`config.mk`:
```
export PLATFORM = sky130hd
export DESIGN_NAME = pipe_ctrl
export DESIGN_NICKNAME = d
export VERILOG_FILES = /design/src/rtl/pipe_ctrl_pkg.sv /design/src/rtl/pipe_md_timer.sv /design/src/rtl/pipe_ctrl.sv
export SDC_FILE = /design/constraint.sdc
export NUM_CORES = 1
export LEC_CHECK = 0
export ABC_AREA = 0
export CELL_PAD_IN_SITES_DETAIL_PLACEMENT = 1
export CELL_PAD_IN_SITES_GLOBAL_PLACEMENT = 1
export CORE_MARGIN = 2
export CORE_UTILIZATION = 28
export DETAILED_ROUTE_END_ITERATION = 8
export GPL_TIMING_DRIVEN = 0
export PLACE_DENSITY_LB_ADDON = 0.3
export SLEW_MARGIN = 30
export SYNTH_ARGS = -nofsm -noshare
export SYNTH_HDL_FRONTEND = slang
export SYNTH_SLANG_ARGS = --single-unit
```
`constraint.sdc`:
```
create_clock -name clock -period 1.9 [get_ports clock]
set_input_delay 0.38 -clock clock [delete_from_list [all_inputs] [get_ports clock]]
set_output_delay 0.38 -clock clock [all_outputs]
set_load 0.02 [all_outputs]
```
`src/rtl/pipe_ctrl_pkg.sv`:
```
// Shared definitions for the pipeline stall/flush sequencer: controller
// states, pipeline register indices, redirect target selectors and the
// helper that computes the back-pressure allow chain.
package pipe_ctrl_pkg;

    // Number of pipeline registers under control (reg_1_2 .. WB latch)
    localparam int NSTG = 5;

    // Bit index of each pipeline register inside the per-stage vectors
    localparam int STG_IF  = 0;
    localparam int STG_ID  = 1;
    localparam int STG_EX  = 2;
    localparam int STG_MEM = 3;
    localparam int STG_WB  = 4;

    // Redirect target selectors presented to the fetch unit
    localparam logic REDIR_EXC = 1'b0;
    localparam logic REDIR_EPC = 1'b1;

    // Controller states
    typedef enum logic [1:0] {
        ST_RUN     = 2'b00,
        ST_MD_WAIT = 2'b01,
        ST_FLUSH   = 2'b10,
        ST_REDIR   = 2'b11
    } pipe_state_t;

    // Back-pressure chain: the WB latch always loads, and register k may
    // load only when register k+1 is empty or finishing and itself may load.
    // Only registers 1..4 influence the chain, so only those bits are taken.
    function automatic logic [NSTG-1:0] run_allow(input logic [NSTG-1:1] valid_up,
                                                  input logic [NSTG-1:1] done_up);
        logic [NSTG-1:0] a;
        a = '0;
        a[NSTG-1] = 1'b1;
        for (int k = NSTG - 2; k >= 0; k--) begin
            a[k] = (~valid_up[k+1] | done_up[k+1]) & a[k+1];
        end
        return a;
    endfunction

endpackage

```
`src/rtl/pipe_md_timer.sv`:
```
// Loadable down-counter that times how long EX is held for the multi-cycle
// mul/div unit. A load takes priority over counting; counting stops at zero.
module pipe_md_timer #(
    parameter int W = 6
) (
    input  logic         clock,
    input  logic         reset,
    input  logic         load,
    input  logic [W-1:0] value,
    input  logic         dec,
    output logic         zero
);

    logic [W-1:0] count;

    // Count register: cleared on reset, reloaded on load, else counts down
    always_ff @(posedge clock) begin
        if (reset) begin
            count <= '0;
        end else if (load) begin
            count <= value;
        end else if (dec && (count != '0)) begin
            count <= count - 1'b1;
        end
    end

    assign zero = (count == '0);

endmodule

```
`src/rtl/pipe_ctrl.sv`:
```
// Central stall/flush sequencer for the 5-stage pipeline. Produces the
// per-register allow_in/flush vectors, holds EX while the mul/div unit
// works, and runs the exception/ERET redirect handshake with fetch.
// Optional build macro PIPE_CTRL_PERF_EN adds saturating stall/flush
// performance counters on two extra output ports.
module pipe_ctrl
    import pipe_ctrl_pkg::*;
#(
    parameter int MD_LAT = 34
) (
    input  logic            clock,
    input  logic            reset,
    input  logic [NSTG-1:0] stg_valid,
    input  logic [NSTG-1:0] stg_done,
    input  logic            load_use,
    input  logic            md_start,
    input  logic            wb_ex,
    input  logic            wb_eret,
    input  logic            redir_ready,
    output logic [NSTG-1:0] allow_in,
    output logic [NSTG-1:0] flush,
    output logic            redir_valid,
    output logic            redir_sel,
    output logic            busy_md
`ifdef PIPE_CTRL_PERF_EN
    ,
    output logic [31:0]     perf_stall,
    output logic [15:0]     perf_flush
`endif
);

    // Timer width holds MD_LAT-1; the hold lasts MD_LAT cycles in total
    localparam int CW = (MD_LAT < 2) ? 1 : $clog2(MD_LAT);
    localparam logic [CW-1:0] MD_LOAD = CW'(MD_LAT - 1);

    pipe_state_t     state;
    logic            take_redir;
    logic            redir_sel_next;
    logic            md_load;
    logic            md_clear;
    logic            tmr_load;
    logic [CW-1:0]   tmr_value;
    logic            md_zero;
    logic [NSTG-1:0] chain;
    logic            unused_stg;

    // Register 1_2 has nothing upstream to gate, so its own status is unused
    assign unused_stg = stg_valid[STG_IF] ^ stg_done[STG_IF];

    // An exception or ERET in WB is the single redirect decision point;
    // when both are seen together the exception wins
    assign take_redir     = wb_ex | wb_eret;
    assign redir_sel_next = wb_ex ? REDIR_EXC : (wb_eret ? REDIR_EPC : REDIR_EXC);

    // Timer is loaded when a mul/div issues in RUN and cleared when a
    // redirect aborts the hold
    assign md_load   = (state == ST_RUN) && !take_redir && md_start;
    assign md_clear  = (state == ST_MD_WAIT) && take_redir;
    assign tmr_load  = md_load | md_clear;
    assign tmr_value = md_clear ? '0 : MD_LOAD;

    pipe_md_timer #(
        .W (CW)
    ) u_md_timer (
        .clock (clock),
        .reset (reset),
        .load  (tmr_load),
        .value (tmr_value),
        .dec   (state == ST_MD_WAIT),
        .zero  (md_zero)
    );

    assign chain = run_allow(stg_valid[NSTG-1:1], stg_done[NSTG-1:1]);

    // Controller state and the latched redirect target
    always_ff @(posedge clock) begin
        if (reset) begin
            state     <= ST_RUN;
            redir_sel <= REDIR_EXC;
        end else begin
            case (state)
                ST_RUN: begin
                    if (take_redir) begin
                        state     <= ST_FLUSH;
                        redir_sel <= redir_sel_next;
                    end else if (md_start) begin
                        state <= ST_MD_WAIT;
                    end
                end
                ST_MD_WAIT: begin
                    if (take_redir) begin
                        state     <= ST_FLUSH;
                        redir_sel <= redir_sel_next;
                    end else if (md_zero) begin
                        state <= ST_RUN;
                    end
                end
                ST_FLUSH: begin
                    state <= ST_REDIR;
                end
                ST_REDIR: begin
                    if (redir_ready) begin
                        state <= ST_RUN;
                    end
                end
                default: begin
                    state <= ST_RUN;
                end
            endcase
        end
    end

    // Per-register load/flush, redirect request and hold flag from state
    always_comb begin
        allow_in    = '0;
        flush       = '0;
        redir_valid = 1'b0;
        busy_md     = 1'b0;
        if (reset) begin
            flush = '1;
        end else begin
            case (state)
                ST_RUN: begin
                    allow_in = chain;
                    if (load_use) begin
                        allow_in[STG_ID:STG_IF] = 2'b00;
                        flush[STG_EX]           = 1'b1;
                    end
                end
                ST_MD_WAIT: begin
                    allow_in[STG_WB:STG_MEM] = chain[STG_WB:STG_MEM];
                    flush[STG_MEM]           = 1'b1;
                    busy_md                  = 1'b1;
                end
                ST_FLUSH: begin
                    allow_in = '1;
                    flush    = '1;
                end
                ST_REDIR: begin
                    redir_valid = 1'b1;
                end
                default: begin
                    flush = '1;
                end
            endcase
        end
    end

`ifdef PIPE_CTRL_PERF_EN
    // Saturating counts of front-end stall cycles and flush entries
    always_ff @(posedge clock) begin
        if (reset) begin
            perf_stall <= '0;
            perf_flush <= '0;
        end else begin
            if (((state == ST_RUN) || (state == ST_MD_WAIT)) && !allow_in[STG_IF]
                && (perf_stall != '1)) begin
                perf_stall <= perf_stall + 1'b1;
            end
            if ((state == ST_FLUSH) && (perf_flush != '1)) begin
                perf_flush <= perf_flush + 1'b1;
            end
        end
    end
`endif

endmodule

```
==> metrics list, run 1 <==
- Status: finished, violations left
* Violations in the final reports: negative setup slack
- Synth top area cells: dfxtp_1 (26%), ha_1 (13%), nor2_1 (5.9%)
* Achievable frequency: 516.3 MHz
- The hold violation total from the final report was 0.
* Most common cell after layout, fill and taps aside: nor2_1
- Remaining design rule violation count: 0
* Fill count: 290
- The repair_antennas step left the layout with diodes totalling 0.
- First DRT Iteration DRCs: 7
- Cell-internal power: 403.7 µW
* Final worst slack: -0.03675 ns
- Entering global routing, the biggest net connects 11 pins.
* Chip width: 53.94 µm
- Of the cells placed in the final design, the portion with a size suffix greater than 1 is 27.42%.
- The synthesized netlist devotes 27.78% of its cell area to simple gates.
- Synthesized-area fraction occupied by xor and xnor cells: roughly 1.3%
* Synthesis-to-finish area growth: 56.81%
- Placed cells: roughly 150
- Along the worst path, the maximum fanout reaches 7.
* Number of cells produced by synthesis: 89
- Yosys warnings: 0
* Overall track demand over capacity in global routing: approximately 16%
* Post-detailed-route count of antenna-violating nets: 0
- Summing the sequential cell areas from Yosys gives 25.81% of the chip area.
- Routed length per placed instance: 13.39 µm
- The synthesized design spends more area on one cell type than any other, namely dfxtp_1.
- Count of input and output buffers: 27
- Clock tree synthesis selected as its root buffer the cell clkbuf_4.
* Share of synthesized area spent on multiplexers: 5.914%
- In the routed layout, each cell is associated on average with a via count of 4.903.
- Dividing total power by cell area gives a power density of approximately 570 mW/mm².
- The worst setup path is of the reg -> out kind.
- Syn nets: 113
- Data required time of the worst path: 1.52 ns
- Clock-pin slew on the worst setup and hold paths: 0.07 ns
* Effective utilization at floorplan: 28.97%
- FF+latch count, synth: 9
- Summing the areas of all fa, ha and maj instances in the mapped netlist gives around 13% of the synthesized area.
- Die Span Y: roughly 54 µm
* Fin cells: between 150 and 200
* Measured slew at the worst slew-check pin: 0.3940 ns
- Proportion of power drawn by the clock network: 25.4%
- In this run the mean area of a mapped cell was 7.845 µm².
* Share of the synthesized area in the top cell type: 25.81%
- The clock arrives with 0.005383 ns of skew.
- Summed over all nets, the half-perimeter wirelength after detailed placement is 1.535 mm.
- Combinational cell fraction of total power: 40.5%
- Area enclosed by the die boundary: 0.002909 mm²
- Clock sink count: 9
- For the worst-skew pair, the clock arrives at the later sink with an insertion delay of 0.26 ns.
- The initial antenna violation count came to 0.
* Type of the worst min-delay path: reg -> reg
* Top library cells by usage in the layout, fill and taps aside: nor2_1 (11), clkdlybuf4s50_1 (9), buf_4 (8), dlygate4sd2_1 (8)
- The analysis attributes to cell leakage a power of 0.0004854 µW.
- Counting distinct cell types in the post-synthesis netlist gives 32.
- For this run, the post-layout net count is 149.
- Before CTS, the worst setup slack after placement is -0.7380 ns.
* Share of power burned in registers: 34.1%
- For the worst setup path, the data arrival time is between 1.5 and 2 ns.
- Slew Limit Headroom: 73.67%
* Floorplan Core Area: around 0.0024 mm²
- Setup violations remaining at the end of the flow were counted as 1.
- Netlist area before placement: roughly 700 µm²
* Num CTS Buffers: 3
- The first global-routing pass estimated 3.263 mm of wire.
- No sink is reached through more buffers than the 2 on the longest clock path.
- The worst setup path is launched from a register.
* Cell Rows: 18
- After synthesis, the largest family of logic cells by area is simple AND/OR/NAND/NOR gates.
* H-tree levels: 1
- Across the VDD grid, the largest voltage drop is slightly below 0.3 mV.
- Hold timing on the final database bottoms out at a slack of 0.5151 ns.
- Net switching power figure: around 220 µW
- Final WL: 2.062 mm
- Global routing finished with a remaining overflow of 0.
* Max-capacitance violation count: 0
- Net switching is 35.46% of the power.
- After layout, the design draws a total of approximately 630 µW.
* Clock tree from TritonCTS: built
- STA classifies the critical path endpoint as an output port.
- For this design, the CTS-stage hold fixing added 0 buffers.
* Post-layout min period: a little under 2 ns
- Max-slew violations: 0
- Pre-Repair DR Iteration Count: 4
- Setup repair after global routing could not meet its margin everywhere.
- Vias in the first global route: 724
* Total number of vias: 755
- Gpl congestion: 0.7749
- # IOs: 30
- Summing the areas of all compound-gate instances in the mapped netlist gives 20.07% of the synthesized area.
* Final worst path period share: 101.9%
-- routing by layer --
| metal | vias up | global-route usage [%] | share of wire (%) | wire (µm) |
|---|---|---|---|---|
| met5 | - | 0 | 0 | 0 |
| met4 | 0 | 2.564 | 0 | 0 |
| met3 | 0 | 3.333 | 4.0 | 83 |
| met2 | 11 | 27.44 | 49 | 1018 |
| met1 | 363 | 19.57 | 47 | 960 |
| li1 | 381 | - | - | - |
-- layout make-up --
type	instances	area (µm²)	share of cell area, %
clock buffers	4	26.28	2.400
flip-flops and latches	9	187.7	17.14
repair buffers	31	257.7	23.54
multi-input cells	70	521.8	47.66
plain buffers	4	36.28	3.314
well taps	30	37.54	3.429
inverters	6	27.53	2.514
-- power groups by stage --
stage,sequential (µW),combinational [µW],clock [µW]
2_1_floorplan,215,136,0
3_3_place_gp,215,237,0
3_5_place_dp,216,240,0
4_1_cts,214,243,161
5_1_grt,215,277,173
6_report,213,253,159
-- cells by family (layout without fill, tap and decap cells) --
logic type | after synthesis | after routing
buffers and inverters | 10 | 45
AO/OA/AOI/OAI | 21 | 21
adder cells (fa/ha/maj) | 7 | 7
flip-flops | 9 | 9
XOR/XNOR | 1 | 1
multiplexers | 4 | 4
AND/OR/NAND/NOR | 37 | 37
-- worst paths after layout --
| kind | endpoint | slack, ns | from | depth (start not counted) |
|---|---|---|---|---|
| max reg2reg | state[0]$_SDFFE_PP0P_ | 0.22 | state[1]$_SDFFE_PP0P_ | 7 |
| min | u_md_timer.count[0]$_SDFFE_PP0P_ | 0.52 | u_md_timer.count[0]$_SDFFE_PP0P_ | 2 |
| max | allow_in[0] | -0.04 | state[1]$_SDFFE_PP0P_ | 6 |
| min reg2reg | u_md_timer.count[0]$_SDFFE_PP0P_ | 0.52 | u_md_timer.count[0]$_SDFFE_PP0P_ | 2 |
-- worst max-delay path, cell delays in order, from the launching register on --
cell	delay, ns
dfxtp_4	0.38
inv_4	0.07
ha_4	0.15
nand3_4	0.06
a211o_1	0.26
a211oi_2	0.20
buf_4	0.17
-- cell usage after synthesis --
library cell	count
o21ai_1	1
nand2_1	4
clkbuf_1	1
a311oi_1	1
inv_1	6
xnor2_1	1
nor2b_1	4
buf_2	1
nor3b_1	1
o31ai_1	1
mux2i_1	3
a21o_1	1
dfxtp_1	9
nor2_1	11
o21ai_0	1
o31a_1	1
or3_1	1
a211oi_1	4
a2111oi_1	1
nor3_1	3
ha_1	7
a211o_1	1
mux2_1	1
a21oi_1	7
buf_4	2
a31oi_1	1
a21boi_1	1
or3_4	1
nand4_1	1
or2_2	4
nand2b_1	5
nand3_1	2
-- timing repair --
action	in CTS	in global routing
endpoints found under the setup margin	12	7
pin swaps	4	1
setup buffers	2	2
resized for setup	55	8
-- metrics by stage --
step	TNS [ns]	util, %	cell area [µm²]
floorplan	0	-	703.2
global placement	-5.591	41.95	1011
detailed placement	-5.891	41.95	1011
CTS	-0.02435	44.86	1081
global route	-0.1153	45.43	1095
finish	-0.03675	45.43	1095
-- flip-flops by register name (all words and copies together), names as in the netlist --
signal            cells
redir_sel             1
state                 2
u_md_timer.count      6
Power figures use the tool's default switching activity.
==> inputs of run 2 (changes only) <==
--- a/config.mk
+++ b/config.mk
@@ -12,8 +12,8 @@
 export CORE_UTILIZATION = 28
 export DETAILED_ROUTE_END_ITERATION = 8
 export GPL_TIMING_DRIVEN = 0
-export PLACE_DENSITY_LB_ADDON = 0.3
-export SLEW_MARGIN = 30
+export HOLD_SLACK_MARGIN = 0.08
+export PLACE_DENSITY = 0.75
 export SYNTH_ARGS = -nofsm -noshare
 export SYNTH_HDL_FRONTEND = slang
 export SYNTH_SLANG_ARGS = --single-unit
==> run 2 against run 1 <==
The run still ends with negative setup slack left. Clock skew shrank 0.0015 ns. First-iteration DRC count grew 29%. Utilization grew 0.57 points. Non-clock buffer count grew 2. Final area grew 1.3%. Critical path depth shrank 1. Final cell count grew 1.3%. Combinational power grew 2%. Fmax is essentially flat. Worst setup slack gained 0.0014 ns. Clock power shrank 7%. Power shrank 1.1%. Largest cell class unchanged. Highest routed layer is now met4.
==> metrics list, run 2 (synthesized netlist as in run 1, its figures left out) <==
- The flow ran to the end, but the final reports show violations.
- The checks that failed: negative setup slack.
- Static leakage: 0.0004859 µW (about the same)
- The highest achievable clock rate is 516.7 MHz (about the same).
- Setup repair after global routing missed its margin: true
- Clock Tree Buf Depth: 2 (unchanged)
- Maximum number of pins on one net before global-route repair: 11 (unchanged)
- Crit path largest cell delay: 0.45 ns (+0.07 ns)
- Net switching power figure: 209.9 µW (-5.3%)
- Crit path capture type: output port
- Measured slew at the worst slew-check pin: 0.4630 ns (+0.06904 ns)
- Peak supply drop: 0.3974 mV (+35%)
- Clock tree from TritonCTS: built
- Start point of the critical path: stg_done[2]
* Chip width: 53.94 µm (unchanged)
* Max-capacitance violation count: 0 (unchanged)
- The share of total power in sequential cells is 34.2% (about the same).
* R2R depth: 6 (-1)
* Slew Limit Headroom: 69.06% (-4.6 points)
- The final critical path time including I/O delays and setup came to 1.935 ns (-0.001433 ns).
- Vias in the first global route: 785 (+8.4%)
* Met1 Routed Length: 900 µm (-6.3%)
* CP Cell Sequence: clkdlybuf4s50_1 -> inv_1 -> a211o_1 -> a211oi_2 -> buf_4
- The net switching share of the total power is 33.92% (-1.5 points).
- The estimated wirelength of the detail-placed design was 1.556 mm (+1.4%).
* Clk_skew: 0.003908 ns (-0.001476 ns)
* # IOs: 30 (unchanged)
- The total vias in the final route is 738 (-2.3%).
- Signal arrival time at the worst endpoint: 1.56 ns (about the same)
* CP max stage cell: clkdlybuf4s50_1
* Pre-Repair DR Iteration Count: 4 (unchanged)
- The worst setup path is of the in -> out kind.
- The min-delay analysis places its worst path in the category reg -> reg.
* Overall overflow remaining after global route: 0 (unchanged)
- Worst path depth: 5 (-1)
- In the final layout, the registers with the most flip-flops are u_md_timer.count x6, state x2, redir_sel x1.
* Proportion of power drawn by the clock network: 23.8% (-1.6 points)
- Buffers plus inverters on the worst setup path: 3 (+1)
* Fin cells: 156 (+1.3%)
* Cell Rows: 18 (unchanged)
* Metal2 WL: 1.037 mm (+1.9%)
- Max-slew violations: 0 (unchanged)
- The TritonCTS sink count came to 9 (unchanged).
* Antenna violations before repair: 0 (unchanged)
- Top Metal Used: met4
- Largest register by flop count: u_md_timer.count
- The global-route usage over all layers is 16.39% (+0.80 points).
* Most common cell after layout, fill and taps aside: nor2_1
* Share of the core filled with cells in the final layout: 46.00% (+0.57 points)
* Family with the most delay on the worst path: buffers and inverters
- The number of nets still failing antenna checks after routing is 0 (unchanged).
- The clock-pin slew on the worst setup and hold paths was 0.06 ns (about the same).
- Startpoint types: input port
* Launch point of the worst reg-to-reg path: u_md_timer.count[0]$_SDFFE_PP0P_
* Register-to-register setup slack: 0.25 ns (+0.03 ns)
- Placed cells: 146 (unchanged)
* Area enclosed by the die boundary: 0.002909 mm² (unchanged)
* Effective utilization at floorplan: 28.97% (unchanged)
* End of the worst register-to-register path: u_md_timer.count[3]$_SDFFE_PP0P_
* Top library cells by usage in the layout, fill and taps aside: nor2_1 (11), buf_4 (10), clkdlybuf4s50_1 (10), dlygate4sd2_1 (7), dfxtp_1 (7)
- Final worst slack: -0.03532 ns (+0.001433 ns)
- Worst setup endpoint: allow_in[0]
- The later-pin clock latency in the skew report is 0.26 ns (about the same).
- Pwr Density: 558.1 mW/mm² (-2.3%)
* Flip-flop count of the largest register, all copies and words added: 6 (unchanged)
- Footprint of the multi-input gates: 518.0 µm² (-0.72%)
* Layout net count: 151 (+1.3%)
- Synthesis-to-finish area growth: 58.78%
- Floorplan Core Area: 0.002410 mm² (unchanged)
* DR WL met3: 60 µm (-28%)
- Die Span Y: 53.94 µm (unchanged)
* Final setup violating endpoints: 1 (unchanged)
- The number of buffers inserted during clock tree synthesis is 3 (unchanged).
* H-tree levels: 1 (unchanged)
- Global-route wire length before repair: 3.443 mm (+5.5%)
- Combinational cell fraction of total power: 41.9% (+1.4 points)
- Hold-critical path depth: 2 (unchanged)
* Worst-case setup slack after placement: -0.7089 ns (+0.02915 ns)
- Total Power: 618.7 µW (-1.1%)
- Final WL: 2.035 mm (-1.3%)
* Final hold viol count: 0 (unchanged)
- The post-route fraction of the period consumed by the critical path was 101.9% (about the same).
- Remaining design rule violation count: 0 (unchanged)
* Gpl congestion: 0.7854 (+1.4%)
- Fraction of layout instances using a drive strength above 1: 29.37% (+1.9 points)
* Count of input and output buffers: 27 (unchanged)
- The mean routed wirelength per cell is 13.04 µm (-2.6%).
* First DRT Iteration DRCs: 9 (+2)
- Number of inserted diodes: 0 (unchanged)
- Fill count: 291 (+0.34%)
- The number of vias per cell after detailed routing came to 4.731 (-3.5%).
- Data required time of the worst path: 1.52 ns (about the same)
- CP Max Fanout: 2 (-5)
- Cell-internal power: 408.8 µW (+1.3%)
- Area occupied by registers: 187.7 µm² (unchanged)
- Clk Tree Root Cell: clkbuf_4
-- run 2: worst min path at each step --
| stage | start | to | slack [ns] |
|---|---|---|---|
| after floorplan | u_md_timer.count[0]$_SDFFE_PP0P_ | u_md_timer.count[0]$_SDFFE_PP0P_ | 0.46 |
| after global placement | u_md_timer.count[0]$_SDFFE_PP0P_ | u_md_timer.count[0]$_SDFFE_PP0P_ | 0.50 |
| after detailed placement | u_md_timer.count[0]$_SDFFE_PP0P_ | u_md_timer.count[0]$_SDFFE_PP0P_ | 0.51 |
| after CTS | u_md_timer.count[0]$_SDFFE_PP0P_ | u_md_timer.count[0]$_SDFFE_PP0P_ | 0.51 |
| after global routing | u_md_timer.count[0]$_SDFFE_PP0P_ | u_md_timer.count[0]$_SDFFE_PP0P_ | 0.54 |
| final | u_md_timer.count[0]$_SDFFE_PP0P_ | u_md_timer.count[0]$_SDFFE_PP0P_ | 0.51 |
-- run 2: area by class of cell --
cell class              instances  share of cell area [%]
multi-input cells              70                   46.73
well taps                      30                   3.386
repair buffers                 33                   25.06
plain buffers                   4                   3.047
inverters                       6                   2.483
flip-flops and latches          9                   16.93
clock buffers                   4                   2.370
-- run 2: worst reg2reg max path, delay by kind of cell, from the launching register on --
kind            cells  cell delay [ns]
compound gates      1             0.46
xor+xnor            1             0.18
fa+ha+maj           1             0.23
buf+inv             1             0.09
flops               1             0.36
simple gates        2             0.23
-- run 2: per-layer routing --
metal,global-route usage [%],up-vias
met1,20.37,341
met2,26.83,10
li1,-,383
met4,6.838,0
met3,3.889,4
met5,0,-
-- run 2: metrics by stage --
step	area (µm²)	TNS, ns	hold WS, ns
final	1109	-0.03532	0.5115
after global routing	1109	-0.2231	0.5378
after CTS	1080	-0.04701	0.5086
after detailed placement	1011	-5.631	0.5085
after global placement	1011	-5.673	0.4951
after floorplan	703.2	0	0.4632
-- run 2: power by group through the flow --
stage	Combinational, µW	Clock [µW]	Sequential (µW)
after detailed placement	240	0	216
after global placement	237	0	215
after floorplan	136	0	215
after CTS	242	158	214
final	259	148	212
after global routing	286	164	213
-- run 2: what timing repair did --
item                       in CTS  in global routing
hold endpoints to repair        0                  0
resized for setup              54                  9
hold buffers                    0                  0
setup endpoints to repair      12                  8
pin swaps                       4                  1
buffers inserted                2                  4
==> inputs of run 3 (changes only) <==
--- a/config.mk
+++ b/config.mk
@@ -8,12 +8,12 @@
 export ABC_AREA = 0
 export CELL_PAD_IN_SITES_DETAIL_PLACEMENT = 1
 export CELL_PAD_IN_SITES_GLOBAL_PLACEMENT = 1
-export CORE_MARGIN = 2
-export CORE_UTILIZATION = 28
+export CORE_MARGIN = 1
+export CORE_UTILIZATION = 26
 export DETAILED_ROUTE_END_ITERATION = 8
 export GPL_TIMING_DRIVEN = 0
 export HOLD_SLACK_MARGIN = 0.08
-export PLACE_DENSITY = 0.75
+export PLACE_DENSITY = 0.73
 export SYNTH_ARGS = -nofsm -noshare
 export SYNTH_HDL_FRONTEND = slang
 export SYNTH_SLANG_ARGS = --single-unit
==> constraint.sdc (replaced) <==
create_clock -name clock -period 1.63 [get_ports clock]
set_input_delay 0.326 -clock clock [delete_from_list [all_inputs] [get_ports clock]]
set_output_delay 0.326 -clock clock [all_outputs]
set_load 0.02 [all_outputs]
==> run 3 against run 2 <==
First-iteration DRC count shrank 44%. The flow still finishes with violations (negative setup slack). Clock skew shrank 0.0022 ns. Final area grew 8.8%. Power grew 27%. Critical path depth grew 1. Combinational power grew 38%. Clock-buffer cell count is the same. Register-to-register slack lost 0.25 ns. Utilization grew 2.2 points. Critical endpoint unchanged.
==> metrics list, run 3 (synthesized netlist as in run 1, its figures left out) <==
- The flow ran to the end, but the final reports show violations.
- The final reports fail on negative setup slack.
- The net count of the finished layout came to 155 (+2.6%).
* Design Area, Final: 0.001206 mm² (+8.8%)
- The internal power was 509.4 µW (+25%).
* Area enclosed by the die boundary: 0.002897 mm² (-0.43%)
- R2R depth: 8 (+2)
- The mean routed wirelength per cell is 14.41 µm (+10%).
* Flip-flop count of the largest register, all copies and words added: 6 (unchanged)
- Number of inserted diodes: 0 (unchanged)
- Final worst slack: -0.2511 ns (-0.2158 ns)
* H-tree levels: 1 (unchanged)
* Effective utilization at floorplan: 27.93% (-1.0 points)
- The summed negative setup slack over all endpoints came to -1.218 ns (-1.183 ns).
- Critical hold path startpoint: u_md_timer.count[0]$_SDFFE_PP0P_
- The largest net degree at the start of global routing is 11 (unchanged).
* Most common cell after layout, fill and taps aside: buf_4
- Critical path type: reg -> out
- In the layout the commonest cells are buf_4 (18), nor2_1 (11), clkdlybuf4s50_1 (10), a21oi_1 (6), dfxtp_1 (6).
- Remaining design rule violation count: 0 (unchanged)
* Type of the worst min-delay path: reg -> reg
* Share of the core filled with cells in the final layout: 48.25% (+2.2 points)
- Final setup violating endpoints: 8 (+7)
* Clk Tree Root Cell: clkbuf_4
- The worst-margin pin slew is 0.3633 ns (-0.09972 ns).
- Proportion of power drawn by the clock network: 22.9% (-0.9 points)
* Count of input and output buffers: 27 (unchanged)
* Max-capacitance violation count: 0 (unchanged)
* Peak supply drop: 0.3770 mV (-5.1%)
- Launch point of the worst reg-to-reg path: state[0]$_SDFFE_PP0P_
- The number of primary I/O pins came to 30 (unchanged).
- Antenna violations before repair: 0 (unchanged)
- The worst hold path terminates at u_md_timer.count[0]$_SDFFE_PP0P_.
- The first-pass GRT wire length is 3.539 mm (+2.8%).
* Cell Rows: 18 (unchanged)
- The net switching share of the total power came to 34.97% (+1.0 points).
- Combinational cell fraction of total power: 45.7% (+3.8 points)
- The fraction of final layout cells sized beyond drive strength 1 is 40.77% (+11 points).
- The instance area after placement was 0.001037 mm² (+2.6%).
* Clock tree from TritonCTS: built
- Worst-case setup slack after placement: -0.8930 ns (-0.1841 ns)
- Register-to-register setup slack: 0 ns (-0.25 ns)
- The cell total after placement was 146 (unchanged).
- The worst path in the final design needs a cycle of 1.881 ns, including I/O delays and setup.
- The number of vias per cell after detailed routing was 4.838 (+2.3%).
* Largest register by flop count: u_md_timer.count
- Compared with the post-synthesis result, the final layout area differs by 72.76%.
- The count of final max-slew check failures was 0 (unchanged).
* Crit path capture type: output port
* Clock sink count: 9 (unchanged)
- Post-detailed-route count of antenna-violating nets: 0 (unchanged)
- The number of cells on the worst hold path came to 2 (unchanged).
* Clock Tree Buf Depth: 2 (unchanged)
- The number of design-rule violations left by the first detailed-router iteration was 5 (-4).
- Clock-pin slew on the worst setup and hold paths: 0.06 ns (about the same)
* Die Span Y: 53.82 µm (-0.21%)
- Placed wire-length estimate after detailed placement: 1.544 mm (-0.76%)
- The worst clock skew on the final layout was 0.001691 ns (-0.002216 ns).
* Setup repair after global routing missed its margin: true
- The placer's final routability congestion estimate is 0.7179 (-8.6%).
- Final worst path period share: 115.4%
- Overall track demand over capacity in global routing: 17.32% (+0.93 points)
- Registers with the most flip-flops: u_md_timer.count x6, state x2, redir_sel x1
- The relative slew slack is 75.60% (+6.5 points).
- The leakage power summed over all cells was 0.0005217 µW (+7.4%).
* Floorplan Core Area: 0.002500 mm² (+3.7%)
* Overall overflow remaining after global route: 0 (unchanged)
* Share of power burned in registers: 31.4% (-2.8 points)
- The arrival time of the worst setup path is 1.56 ns (about the same).
- Fin cells: 160 (+2.6%)
* Total number of vias: 774 (+4.9%)
* Worst-Skew Late Latency: 0.27 ns (about the same)
- Final WL: 2.306 mm (+13%)
* Net switching power figure: 273.9 µW (+31%)
- Final hold viol count: 0 (unchanged)
* Achievable frequency: 531.6 MHz
- STA classifies the critical path startpoint as a register.
- The top fanout value on the critical path was 3 (+1).
- Data required time of the worst path: 1.30 ns (-0.22 ns)
* Num CTS Buffers: 3 (unchanged)
- Vias in the first global route: 840 (+7.0%)
- Pwr Density: 649.5 mW/mm² (+16%)
- Chip width: 53.82 µm (-0.21%)
- End of the worst register-to-register path: state[1]$_SDFFE_PP0P_
- Pre-Repair DR Iteration Count: 4 (unchanged)
[run 3: cell type report]
class | instances | area [µm²]
Inverter | 6 | 27.53
Multi-Input combinational cell | 70 | 579.3
Tap cell | 30 | 37.54
Buffer | 3 | 28.78
Timing Repair Buffer | 38 | 317.8
Clock buffer | 4 | 26.28
Fill cell | 301 | 1294
Sequential cell | 9 | 188.9
[run 3: power groups by stage]
stage,combinational (µW),sequential [µW],clock (µW)
after global placement,290,251,0
after global routing,388,248,202
after CTS,312,246,190
after floorplan,172,251,0
after detailed placement,293,252,0
final,358,246,179
[run 3: worst max-delay path by stage]
stage                                      from          end  slack [ns]
after global placement                    reset     flush[3]       -0.90
final                     state[1]$_SDFFE_PP0P_  allow_in[0]       -0.25
after floorplan           state[0]$_SDFFE_PP0P_  allow_in[0]     -0.0003
after global routing      state[1]$_SDFFE_PP0P_  allow_in[0]       -0.31
after CTS                 state[0]$_SDFFE_PP0P_  allow_in[0]       -0.34
after detailed placement                  reset     flush[3]       -0.89
[run 3: per-stage QoR]
step                      hold WS [ns]  power, µW
after floorplan                 0.4226      423.3
after global placement          0.4835      540.7
after detailed placement        0.4954      544.7
after CTS                       0.5017      747.9
after global routing            0.5531      837.4
final                           0.5035      783.4
[run 3: critical path, stage by stage (launching register included)]
cell and delay [ns]:
dfxtp_4 0.36, inv_4 0.07, ha_4 0.15, nand3_4 0.06, a211o_1 0.28, a211oi_4 0.22, buf_6 0.15
[run 3: what timing repair did]
item                                    in CTS  in global routing
gates resized for setup                     76                 16
buffers inserted                             7                  5
hold buffers                                 0                  0
endpoints found under the setup margin      14                 13
pin swaps                                    7                  8
[run 3: routing by layer]
metal	share of wire [%]	track usage, %	vias up
met5	0	0	-
li1	-	-	389
met4	0.74	7.895	0
met3	5.7	4.802	2
met2	55	34.57	25
met1	38	15.68	358
